## src/rtl/mips_pkg.sv

```systemverilog
// Shared constants and types for the multi-cycle MIPS main control FSM.
// Holds the opcode constants, the alu_op / alu_src_b / pc_source encodings
// and the state enum mc_state_t.
package mips_pkg;

  localparam int unsigned OPW = 6;  // opcode field width
  localparam int unsigned STW = 4;  // state register width

  // Opcodes (instr[31:26])
  localparam logic [OPW-1:0] OP_RTYPE = 6'b000000;
  localparam logic [OPW-1:0] OP_J     = 6'b000010;
  localparam logic [OPW-1:0] OP_BEQ   = 6'b000100;
  localparam logic [OPW-1:0] OP_ADDI  = 6'b001000;
  localparam logic [OPW-1:0] OP_LW    = 6'b100011;
  localparam logic [OPW-1:0] OP_SW    = 6'b101011;

  // alu_op encodings consumed by ALU control
  localparam logic [1:0] ALUOP_ADD   = 2'b00;
  localparam logic [1:0] ALUOP_SUB   = 2'b01;
  localparam logic [1:0] ALUOP_FUNCT = 2'b10;

  // ALU B-operand selects
  localparam logic [1:0] SRCB_B      = 2'b00;
  localparam logic [1:0] SRCB_FOUR   = 2'b01;
  localparam logic [1:0] SRCB_IMM    = 2'b10;
  localparam logic [1:0] SRCB_IMM_SH = 2'b11;

  // PC source selects
  localparam logic [1:0] PCSRC_ALU    = 2'b00;
  localparam logic [1:0] PCSRC_ALUOUT = 2'b01;
  localparam logic [1:0] PCSRC_JUMP   = 2'b10;

  typedef enum logic [STW-1:0] {
    S_FETCH  = 4'd0,
    S_DECODE = 4'd1,
    S_MEMADR = 4'd2,
    S_MEMRD  = 4'd3,
    S_MEMWB  = 4'd4,
    S_MEMWR  = 4'd5,
    S_EXEC   = 4'd6,
    S_RTWB   = 4'd7,
    S_BRANCH = 4'd8,
    S_JUMP   = 4'd9,
    S_ADDIEX = 4'd10,
    S_ADDIWB = 4'd11
  } mc_state_t;

endpackage

```

## src/rtl/mips_mc_control_if.sv

```systemverilog
// Control bundle between the main control FSM and the datapath.
// master: the control FSM (samples opcode/mem_ready, drives selects/enables).
// slave : the datapath / memory side.
interface mips_mc_control_if;
  import mips_pkg::*;

  logic [OPW-1:0] opcode;
  logic           mem_ready;
  logic           pc_write;
  logic           pc_write_cond;
  logic           i_or_d;
  logic           mem_read;
  logic           mem_write;
  logic           ir_write;
  logic           mem_to_reg;
  logic           reg_dst;
  logic           reg_write;
  logic           alu_src_a;
  logic [1:0]     alu_src_b;
  logic [1:0]     alu_op;
  logic [1:0]     pc_source;
  logic [STW-1:0] state;
  logic           illegal_op;

  modport master (
    input  opcode, mem_ready,
    output pc_write, pc_write_cond, i_or_d, mem_read, mem_write, ir_write,
           mem_to_reg, reg_dst, reg_write, alu_src_a, alu_src_b, alu_op,
           pc_source, state, illegal_op
  );

  modport slave (
    output opcode, mem_ready,
    input  pc_write, pc_write_cond, i_or_d, mem_read, mem_write, ir_write,
           mem_to_reg, reg_dst, reg_write, alu_src_a, alu_src_b, alu_op,
           pc_source, state, illegal_op
  );

endinterface

```

## src/rtl/mips_mc_control.sv

```systemverilog
// Multi-cycle MIPS main control FSM (fetch/decode/execute/memory/writeback).
// Ports: clk, rst_n (synchronous, active-low), bus (mips_mc_control_if.master):
//   opcode/mem_ready in; datapath selects, write enables, alu_op, state and
//   illegal_op out.
// Outputs are a Moore decode of state_q; FETCH/MEMRD/MEMWR qualify by mem_ready.
// Build option: MIPS_MC_ADDI_EN enables the addi path (ADDIEX/ADDIWB).
module mips_mc_control
  import mips_pkg::*;
(
  input  logic                clk,
  input  logic                rst_n,
  mips_mc_control_if.master   bus
);

  mc_state_t state_q, state_d;

  logic           pc_write_c, pc_write_cond_c, i_or_d_c, mem_read_c, mem_write_c;
  logic           ir_write_c, mem_to_reg_c, reg_dst_c, reg_write_c, alu_src_a_c;
  logic           illegal_op_c;
  logic [1:0]     alu_src_b_c, alu_op_c, pc_source_c;

  // State register
  always_ff @(posedge clk) begin
    if (!rst_n) state_q <= S_FETCH;
    else        state_q <= state_d;
  end

  // Next-state and output decode
  always_comb begin
    state_d         = state_q;
    pc_write_c      = 1'b0;
    pc_write_cond_c = 1'b0;
    i_or_d_c        = 1'b0;
    mem_read_c      = 1'b0;
    mem_write_c     = 1'b0;
    ir_write_c      = 1'b0;
    mem_to_reg_c    = 1'b0;
    reg_dst_c       = 1'b0;
    reg_write_c     = 1'b0;
    alu_src_a_c     = 1'b0;
    alu_src_b_c     = SRCB_B;
    alu_op_c        = ALUOP_ADD;
    pc_source_c     = PCSRC_ALU;
    illegal_op_c    = 1'b0;

    case (state_q)
      S_FETCH: begin
        mem_read_c  = 1'b1;
        alu_src_b_c = SRCB_FOUR;
        ir_write_c  = bus.mem_ready;
        pc_write_c  = bus.mem_ready;
        if (bus.mem_ready) state_d = S_DECODE;
      end
      S_DECODE: begin
        // Branch target precompute while the opcode is dispatched
        alu_src_b_c = SRCB_IMM_SH;
        case (bus.opcode)
          OP_LW, OP_SW: state_d = S_MEMADR;
          OP_RTYPE:     state_d = S_EXEC;
          OP_BEQ:       state_d = S_BRANCH;
          OP_J:         state_d = S_JUMP;
`ifdef MIPS_MC_ADDI_EN
          OP_ADDI:      state_d = S_ADDIEX;
`endif
          default: begin
            illegal_op_c = 1'b1;
            state_d      = S_FETCH;
          end
        endcase
      end
      S_MEMADR: begin
        alu_src_a_c = 1'b1;
        alu_src_b_c = SRCB_IMM;
        // IR is only rewritten in FETCH, so opcode still names lw or sw here
        state_d = (bus.opcode == OP_SW) ? S_MEMWR : S_MEMRD;
      end
      S_MEMRD: begin
        mem_read_c = 1'b1;
        i_or_d_c   = 1'b1;
        if (bus.mem_ready) state_d = S_MEMWB;
      end
      S_MEMWB: begin
        reg_write_c  = 1'b1;
        mem_to_reg_c = 1'b1;
        state_d      = S_FETCH;
      end
      S_MEMWR: begin
        mem_write_c = 1'b1;
        i_or_d_c    = 1'b1;
        if (bus.mem_ready) state_d = S_FETCH;
      end
      S_EXEC: begin
        alu_src_a_c = 1'b1;
        alu_op_c    = ALUOP_FUNCT;
        state_d     = S_RTWB;
      end
      S_RTWB: begin
        reg_write_c = 1'b1;
        reg_dst_c   = 1'b1;
        state_d     = S_FETCH;
      end
      S_BRANCH: begin
        alu_src_a_c     = 1'b1;
        alu_op_c        = ALUOP_SUB;
        pc_write_cond_c = 1'b1;
        pc_source_c     = PCSRC_ALUOUT;
        state_d         = S_FETCH;
      end
      S_JUMP: begin
        pc_write_c  = 1'b1;
        pc_source_c = PCSRC_JUMP;
        state_d     = S_FETCH;
      end
`ifdef MIPS_MC_ADDI_EN
      S_ADDIEX: begin
        alu_src_a_c = 1'b1;
        alu_src_b_c = SRCB_IMM;
        state_d     = S_ADDIWB;
      end
      S_ADDIWB: begin
        reg_write_c = 1'b1;
        state_d     = S_FETCH;
      end
`endif
      default: state_d = S_FETCH;  // unused encodings: all outputs 0
    endcase

    // No write enable may fire in a reset cycle, whatever state we were in
    if (!rst_n) begin
      pc_write_c      = 1'b0;
      pc_write_cond_c = 1'b0;
      mem_write_c     = 1'b0;
      ir_write_c      = 1'b0;
      reg_write_c     = 1'b0;
    end
  end

  assign bus.pc_write      = pc_write_c;
  assign bus.pc_write_cond = pc_write_cond_c;
  assign bus.i_or_d        = i_or_d_c;
  assign bus.mem_read      = mem_read_c;
  assign bus.mem_write     = mem_write_c;
  assign bus.ir_write      = ir_write_c;
  assign bus.mem_to_reg    = mem_to_reg_c;
  assign bus.reg_dst       = reg_dst_c;
  assign bus.reg_write     = reg_write_c;
  assign bus.alu_src_a     = alu_src_a_c;
  assign bus.alu_src_b     = alu_src_b_c;
  assign bus.alu_op        = alu_op_c;
  assign bus.pc_source     = pc_source_c;
  assign bus.state         = STW'(state_q);
  assign bus.illegal_op    = illegal_op_c;

endmodule
```

## src/flat_wrapper.sv

```systemverilog
// flat-port wrapper written by rule: the top's interface ports become plain ports
module mips_mc_control_flat import mips_pkg::*;
  (clk, rst_n, bus_opcode, bus_mem_ready, bus_pc_write, bus_pc_write_cond, bus_i_or_d, bus_mem_read, bus_mem_write, bus_ir_write, bus_mem_to_reg, bus_reg_dst, bus_reg_write, bus_alu_src_a, bus_alu_src_b, bus_alu_op, bus_pc_source, bus_state, bus_illegal_op);
  mips_mc_control_if bus_i ();
  input  logic clk;
  input  logic rst_n;
  input wire logic [$bits(bus_i.opcode)-1:0] bus_opcode;
  input wire logic [$bits(bus_i.mem_ready)-1:0] bus_mem_ready;
  output wire logic [$bits(bus_i.pc_write)-1:0] bus_pc_write;
  output wire logic [$bits(bus_i.pc_write_cond)-1:0] bus_pc_write_cond;
  output wire logic [$bits(bus_i.i_or_d)-1:0] bus_i_or_d;
  output wire logic [$bits(bus_i.mem_read)-1:0] bus_mem_read;
  output wire logic [$bits(bus_i.mem_write)-1:0] bus_mem_write;
  output wire logic [$bits(bus_i.ir_write)-1:0] bus_ir_write;
  output wire logic [$bits(bus_i.mem_to_reg)-1:0] bus_mem_to_reg;
  output wire logic [$bits(bus_i.reg_dst)-1:0] bus_reg_dst;
  output wire logic [$bits(bus_i.reg_write)-1:0] bus_reg_write;
  output wire logic [$bits(bus_i.alu_src_a)-1:0] bus_alu_src_a;
  output wire logic [$bits(bus_i.alu_src_b)-1:0] bus_alu_src_b;
  output wire logic [$bits(bus_i.alu_op)-1:0] bus_alu_op;
  output wire logic [$bits(bus_i.pc_source)-1:0] bus_pc_source;
  output wire logic [$bits(bus_i.state)-1:0] bus_state;
  output wire logic [$bits(bus_i.illegal_op)-1:0] bus_illegal_op;
  assign bus_i.opcode = bus_opcode;
  assign bus_i.mem_ready = bus_mem_ready;
  assign bus_pc_write = bus_i.pc_write;
  assign bus_pc_write_cond = bus_i.pc_write_cond;
  assign bus_i_or_d = bus_i.i_or_d;
  assign bus_mem_read = bus_i.mem_read;
  assign bus_mem_write = bus_i.mem_write;
  assign bus_ir_write = bus_i.ir_write;
  assign bus_mem_to_reg = bus_i.mem_to_reg;
  assign bus_reg_dst = bus_i.reg_dst;
  assign bus_reg_write = bus_i.reg_write;
  assign bus_alu_src_a = bus_i.alu_src_a;
  assign bus_alu_src_b = bus_i.alu_src_b;
  assign bus_alu_op = bus_i.alu_op;
  assign bus_pc_source = bus_i.pc_source;
  assign bus_state = bus_i.state;
  assign bus_illegal_op = bus_i.illegal_op;
  mips_mc_control u_core (.clk(clk), .rst_n(rst_n), .bus(bus_i));
endmodule
```

## config.mk

```make
export PLATFORM = sky130hd
export DESIGN_NAME = mips_mc_control_flat
export DESIGN_NICKNAME = d
export VERILOG_FILES = /design/src/rtl/mips_pkg.sv /design/src/rtl/mips_mc_control_if.sv /design/src/rtl/mips_mc_control.sv /design/src/flat_wrapper.sv
export SDC_FILE = /design/constraint.sdc
export NUM_CORES = 1
export LEC_CHECK = 0
export CELL_PAD_IN_SITES_DETAIL_PLACEMENT = 1
export CELL_PAD_IN_SITES_GLOBAL_PLACEMENT = 1
export CORE_MARGIN = 2
export CORE_UTILIZATION = 30
export CTS_BUF_LIST = sky130_fd_sc_hd__clkbuf_16
export CTS_CLUSTER_DIAMETER = 120
export DETAILED_ROUTE_END_ITERATION = 12
export DONT_BUFFER_PORTS = 1
export PLACE_DENSITY = 0.62
export REMOVE_ABC_BUFFERS = 1
export SYNTH_ARGS = -nofsm -noshare
export SYNTH_HDL_FRONTEND = slang
export SYNTH_SLANG_ARGS = --single-unit
export TNS_END_PERCENT = 20
```

## constraint.sdc

```tcl
create_clock -name clk -period 1.4 [get_ports clk]
set_input_delay 0.28 -clock clk [delete_from_list [all_inputs] [get_ports clk]]
set_output_delay 0.28 -clock clk [all_outputs]
set_load 0.05 [all_outputs]
```

==> impl_summary.md <==
Power and ir drop
The net switching power figure is 0.0002439 W. The static leakage power is between 0.4 and 0.5 nW. The clock network power share is 0.552. The part of the power in combinational logic is 0.301. Of the total power, registers draw 0.147. Cell internal power was estimated by the tool at 0.0005864 W.

The highest ir drop seen on vdd is roughly 650 µV. The fraction of power spent switching nets is 0.2938. Power spread over the standard cell area amounts to approximately 730 mW/mm².

Route
The first-iteration detailed-routing DRC count is 17. The ratio of routed vias to standard cells is 5.657. For this block, the via count after detailed routing is 758.

The detail route stage leaves a number of antenna-violating nets equal to 0. In the final routed layout, each cell accounts on average for 21.72 µm. The number of detailed-routing iterations run before antenna repair is 6. After detailed routing, the number of remaining DRC violations is 0. After detailed routing, the total wire length is around 2900 µm.

Placement
The half-perimeter wire length after detailed placement is 1609 µm. The quantity of I/O buffers inserted on ports is 0. The pre-CTS setup slack is -0.06419 ns. The total placed cells including tap cells is 127. The routability-driven placement congestion ratio is between 0.8 and 0.9.

Floorplanning
For this design the top-level I/O count stands at 30. For this configuration, the core starts out at a cell density of 0.3172. From bottom edge to top edge, the die measures ~46 µm. The floorplan step set the die width to 46.50 µm. The floorplan core area is 0.001708 mm². The die covers 0.002162 mm². The number of standard-cell rows in the floorplan is 15.

Finish
The number of flip-flops under the largest register name is 4. The final antenna diode count is 0. The layout cell share with drive strength beyond 1 is 0.6422. The final cell count without fillers is ~130.

The relative area change from synthesis to final layout is 108.5%. For this run, the post-layout net count is 120.

Clock network
The number of CTS-inserted buffers is 3. Buffers inserted to repair hold after CTS numbered 0. The clock tree from TritonCTS is yes.

The post-CTS clock slew at the launch and capture registers of the worst setup and hold paths is 0.03 ns. In this run the deepest clock path goes through 2 buffers. In this run the number of H-tree levels came out at 1. The clock sink count is 4.

The clock latency reported for the late side of the worst-skew pair is 0.23 ns. The tree is rooted in a sky130_fd_sc_hd__clkbuf_16.

STA
For the pin with the worst max-slew slack, the measured transition is 0.3233 ns. The final max-slew violation count is 0. The post-layout worst setup margin is -0.2345 ns. For this run, the top clock speed supported by timing is about 610 MHz. The time the final worst path needs with I/O delays and setup is 1.634 ns. Dividing the final minimum period by the clock period gives 1.167. Setup repair after global routing could not meet its margin everywhere. The clock arrives with roughly 0.0064 ns of skew. The total count of hold-check failures in the final report came to 0. Setup violations remaining at the end of the flow were counted as 18.

The headroom to the max-slew limit is 0.7834.

Synthesis
The count of distinct cell types in the synthesized netlist is 39. The sequential area share after synthesis is 0.1478. The netlist area before placement is 541.8 µm². The synthesis-stage register bit count is 4. In this run the mean area of a mapped cell was 7.422 µm².

The async set-or-reset flop fraction in the synthesized netlist is 0. The number of flops mapped to enable cells by yosys is 0. In the synthesized netlist, the number of instances is 73.

The most frequently used flop master after synthesis is sky130_fd_sc_hd__dfxtp_1. The count of yosys warnings during synthesis is 0.

Global route
The pin count of the biggest net entering global routing is 12. The global-route congestion overflow total is 0. The initial antenna violation count is 0. The wire length of the first global-routing pass is 3919 µm. The via count of the first global-routing pass is 806. The total routing resource utilization after global routing is 0.2721.

Worst setup path
The critical path goes through xnor2_2 -> and3_1 -> buf_12. The peak per-stage delay on the critical path is 0.37 ns. The number of buffer and inverter instances along the worst setup path is 1. In this run the worst path has a maximum fanout of 5. The critical path's top delay family is flip-flops.

By startpoint and endpoint, the worst setup path is classified as reg -> out. For the worst setup path, the data required time is between 1 and 1.5 ns. Data arrives at the worst endpoint at 1.35 ns.

The largest individual stage delay along the critical path comes from the cell sky130_fd_sc_hd__dfxtp_4. The sort of element at the start of the critical path is a flop. The worst setup path is captured at an output port.

Flow run
The max-cap check violation count is 0.

Hold path
The path type of the worst min-delay path is in -> reg.

Run status
The flow ran to the end, but the final reports show violations. The final reports fail on setup timing.
## worst reg2reg max path, stage by stage (launching register included)
cell	delay [ns]
sky130_fd_sc_hd__dfxtp_4	0.36
sky130_fd_sc_hd__clkbuf_4	0.18
sky130_fd_sc_hd__buf_4	0.17
sky130_fd_sc_hd__nand2b_1	0.17
sky130_fd_sc_hd__a221oi_2	0.27
sky130_fd_sc_hd__a32o_1	0.17
## kinds of logic after synthesis
logic type / count (synthesis) / share of synthesized area
DFF: 4 / 0.1478
and+or+nand+nor: 41 / 0.4203
muxes: 1 / 0.01848
xor gates and xnor gates: 3 / 0.04851
AOI/OAI and AO/OA: 14 / 0.2379
buffers and inverters: 10 / 0.1270
## timing repair
item | CTS | global route
pin swaps | 10 | 2
setup buffers | 4 | 0
setup endpoints to repair | 18 | 18
gates resized for setup | 37 | 11
## synthesized netlist by cell type, types with 2 or more instances
cell type / number / area, µm²
sky130_fd_sc_hd__nor2_1: 8 / 30.03
sky130_fd_sc_hd__nand2_1: 7 / 26.28
sky130_fd_sc_hd__nor3_1: 7 / 35.03
sky130_fd_sc_hd__dfxtp_1: 4 / 80.08
sky130_fd_sc_hd__nand2b_1: 3 / 18.77
sky130_fd_sc_hd__nand3_1: 3 / 15.01
sky130_fd_sc_hd__xnor2_1: 3 / 26.28
sky130_fd_sc_hd__a21oi_1: 2 / 10.01
sky130_fd_sc_hd__and3_1: 2 / 12.51
sky130_fd_sc_hd__buf_6: 2 / 22.52
sky130_fd_sc_hd__clkbuf_1: 2 / 7.510
sky130_fd_sc_hd__inv_1: 2 / 7.510
sky130_fd_sc_hd__nor4_1: 2 / 12.51
## per-stage QoR
step | instance area (µm²) | setup TNS, ns | hold slack, ns | total power, W | utilization
6_report | 1130 | -2.190 | 0.1143 | 0.0008303 | 0.6615
4_1_cts | 1086 | -1.767 | 0.1139 | 0.0008151 | 0.6359
3_3_place_gp | 850.8 | -0.07444 | 0.3642 | 0.0003200 | 0.4982
5_1_grt | 1130 | -2.809 | 0.1145 | 0.0008578 | 0.6615
3_5_place_dp | 850.8 | -0.1967 | 0.3640 | 0.0003245 | 0.4982
2_1_floorplan | 484.2 | -15.69 | 0.3562 | 0.0002446 | -
## power groups by stage
| stage | Clock, W | Combinational, W | Sequential, W |
|---|---|---|---|
| global placement | 0 | 0.000195 | 0.000125 |
| global route | 0.000478 | 0.000257 | 0.000123 |
| floorplan | 0 | 0.000104 | 0.000141 |
| CTS | 0.000465 | 0.000228 | 0.000121 |
| detailed placement | 0 | 0.000198 | 0.000127 |
| finish | 0.000459 | 0.000250 | 0.000122 |
## cell type report
type                            count  area [µm²]
Sequential cell                     4       92.59
Tap cell                           25       31.28
Multi-Input combinational cell     59       499.2
Inverter                            3       13.76
Fill cell                         190       578.1
Clock buffer                        3       75.07
Timing Repair Buffer               40       417.9
## per-layer routing
layer	track usage	wire, µm	vias up
li1	-	-	342
met1	0.3241	1140	364
met2	0.4444	1512	45
met3	0.07451	192	7
met4	0.1314	65	0
met5	0	0	-
## worst paths after layout
kind,endpoint,slack [ns],start,depth (start not counted)
max,bus_reg_write,-0.23,u_core.bus.state[1]$_SDFFE_PN0P_,3
min,u_core.bus.state[3]$_SDFFE_PN0P_,0.11,bus_opcode[4],1
max reg2reg,u_core.bus.state[0]$_SDFFE_PN0P_,0,u_core.bus.state[0]$_SDFFE_PN0P_,5
min reg2reg,u_core.bus.state[3]$_SDFFE_PN0P_,0.62,u_core.bus.state[3]$_SDFFE_PN0P_,2
## cells in the final DEF, fill, tap and decap left out, drive strengths merged, types with 2 or more instances in the layout
cell type  netlist  final
nor2             8      8
a21oi            2      2
xnor2            3      3
nor4             2      2
nor3             7      7
nand3            3      3
clkbuf           2      4
dfxtp            4      4
nand2            7      7
nand2b           3      3
inv              3      3
o21ai            2      2
and3             2      2
buf              5     39
Power figures use the tool's default switching activity.
==> RTL change: new RTL, config.mk and constraints unchanged <==
Change the package constant `OPW` from 6 to 7.
--- a/src/rtl/mips_pkg.sv
+++ b/src/rtl/mips_pkg.sv
@@ -5,3 +5,3 @@
 
-  localparam int unsigned OPW = 6;  // opcode field width
+  localparam int unsigned OPW = 7;  // opcode field width
   localparam int unsigned STW = 4;  // state register width
Ports: changed (resized bus_opcode); port bits go from 30 to 31. No check against the original RTL was run, so the function may have changed too.
==> RTL change against the original RTL <==
The run still ends with negative setup slack left. Die area decreased by 7.0%. Power down 11%. Cell count down 11%. Routed wire length decreased by 15%. Sequential cell count stayed put. Final area decreased by 3.2%. Register-to-register slack gained 20 ps. Setup slack better by 48 ps. Area after synthesis is 7.6% lower. Critical endpoint is now bus_pc_write. Largest cell class unchanged. Highest routed layer unchanged.
==> RTL change: results (changes against the original RTL) <==
# fillers: 158 (was 190)
Via count: 701 (was 758)
Final setup viols: 17 (was 18)
Status: finished, violations left (unchanged)
CP arrival: 1310 ps (was 1350 ps)
CP Max Fanout: 6 (was 5)
Starting DRT DRC Count: 13 (was 17)
Failing checks: negative setup slack (unchanged)
Dpl hpwl: 1434 um (was 1609 um)
Layout cell share with drive strength beyond 1: 68.93% (was 64.22%)
Yosys cell types: 35 (was 39)
Drt via density: 5.891 (was 5.657)
R2r setup slk: 20 ps (was 0 ps)
Total Wirelength: 2465 um (was 2910 um)
Synth Area in Compound Gates: 20.75% (was 23.79%)
Total track usage: 23.68% (was 27.21%)
Crit path to: bus_pc_write (was bus_reg_write)
Relative slew slack: 79.36% (was 78.34%)
Hold_ws: 229.8 ps (was 114.3 ps)
Slowest stage delay, CP: 390 ps (was 370 ps)
Syn Area/Cell: 6.856 um^2 (was 7.422 um^2)
Post-synthesis mux area share: 0% (was 1.848%)
Global-route wire length before repair: 3429 um (was 3919 um)
Cell Area, Placed: 808.3 um^2 (was 850.8 um^2)
Final setup margin: -186.5 ps (was -234.5 ps)
RePlAce Congestion: 0.8362 (was 0.8029)
Peak supply drop: 0.0009724 V (was 0.0006451 V)
Clk_skew: 3.745 ps (was 6.384 ps)
LEAKAGE: 0.4357 nW (was 0.4769 nW)
Hold depth: 2 (was 1)
Most frequent cells after synthesis: nor2_1, nand2_1, nor3_1, a21oi_1, dfxtp_1 (was nor2_1, nand2_1, nor3_1, dfxtp_1)
Synth Area in XOR/XNOR: 5.250% (was 4.850%)
Hold Crit Start: bus_opcode[6] (was bus_opcode[4])
Switching Share: 25.01% (was 29.38%)
RTL change: cell types whose count changed after synthesis, moves of 2 or more:
| cell | delta |
|---|---|
| nor4_1 | -2 |
| a21oi_1 | +2 |
| nor2b_1 | +2 |
| inv_1 | -2 |
| or3_1 | +2 |
| or2b_2 | +2 |
RTL change: repair_timing:
item | 4_1_cts | 5_1_grt
buffers inserted | 1 | 0
gates resized for setup | 34 | 19
pin swaps | 4 | 4
endpoints found under the setup margin | 21 | 20
RTL change: metal layers:
metal  vias up  part of all wire [%]  track usage, %
met5         -                     0               0
met1       353                    44           29.13
met2        23                    50           41.45
met4         0                  0.41           3.529
li1        323                     -               -
met3         2                   5.2           7.200
RTL change: worst reg2reg max path, delay by kind of cell, from the launching register on:
family,cells,cell delay [ps]
flops,1,430
simple gates,1,170
compound gates,3,570
buf+inv,1,160
RTL change: layout make-up:
| class | instances | area [um^2] | area share [%] |
|---|---|---|---|
| multi-input combinational | 62 | 506.7 | 46.34 |
| timing repair buffer | 33 | 392.9 | 35.93 |
| inverter | 1 | 3.754 | 0.3432 |
| sequential | 4 | 95.09 | 8.696 |
| clock buffer | 3 | 75.07 | 6.865 |
| tap | 16 | 20.02 | 1.831 |
RTL change: power by group through the flow:
| stage | clock [mW] | sequential, mW | combinational [mW] |
|---|---|---|---|
| 4_1_cts | 0.448 | 0.117 | 0.151 |
| 3_3_place_gp | 0 | 0.123 | 0.130 |
| 5_1_grt | 0.461 | 0.120 | 0.174 |
| 6_report | 0.450 | 0.119 | 0.166 |
| 3_5_place_dp | 0 | 0.124 | 0.134 |
| 2_1_floorplan | 0 | 0.131 | 0.0729 |
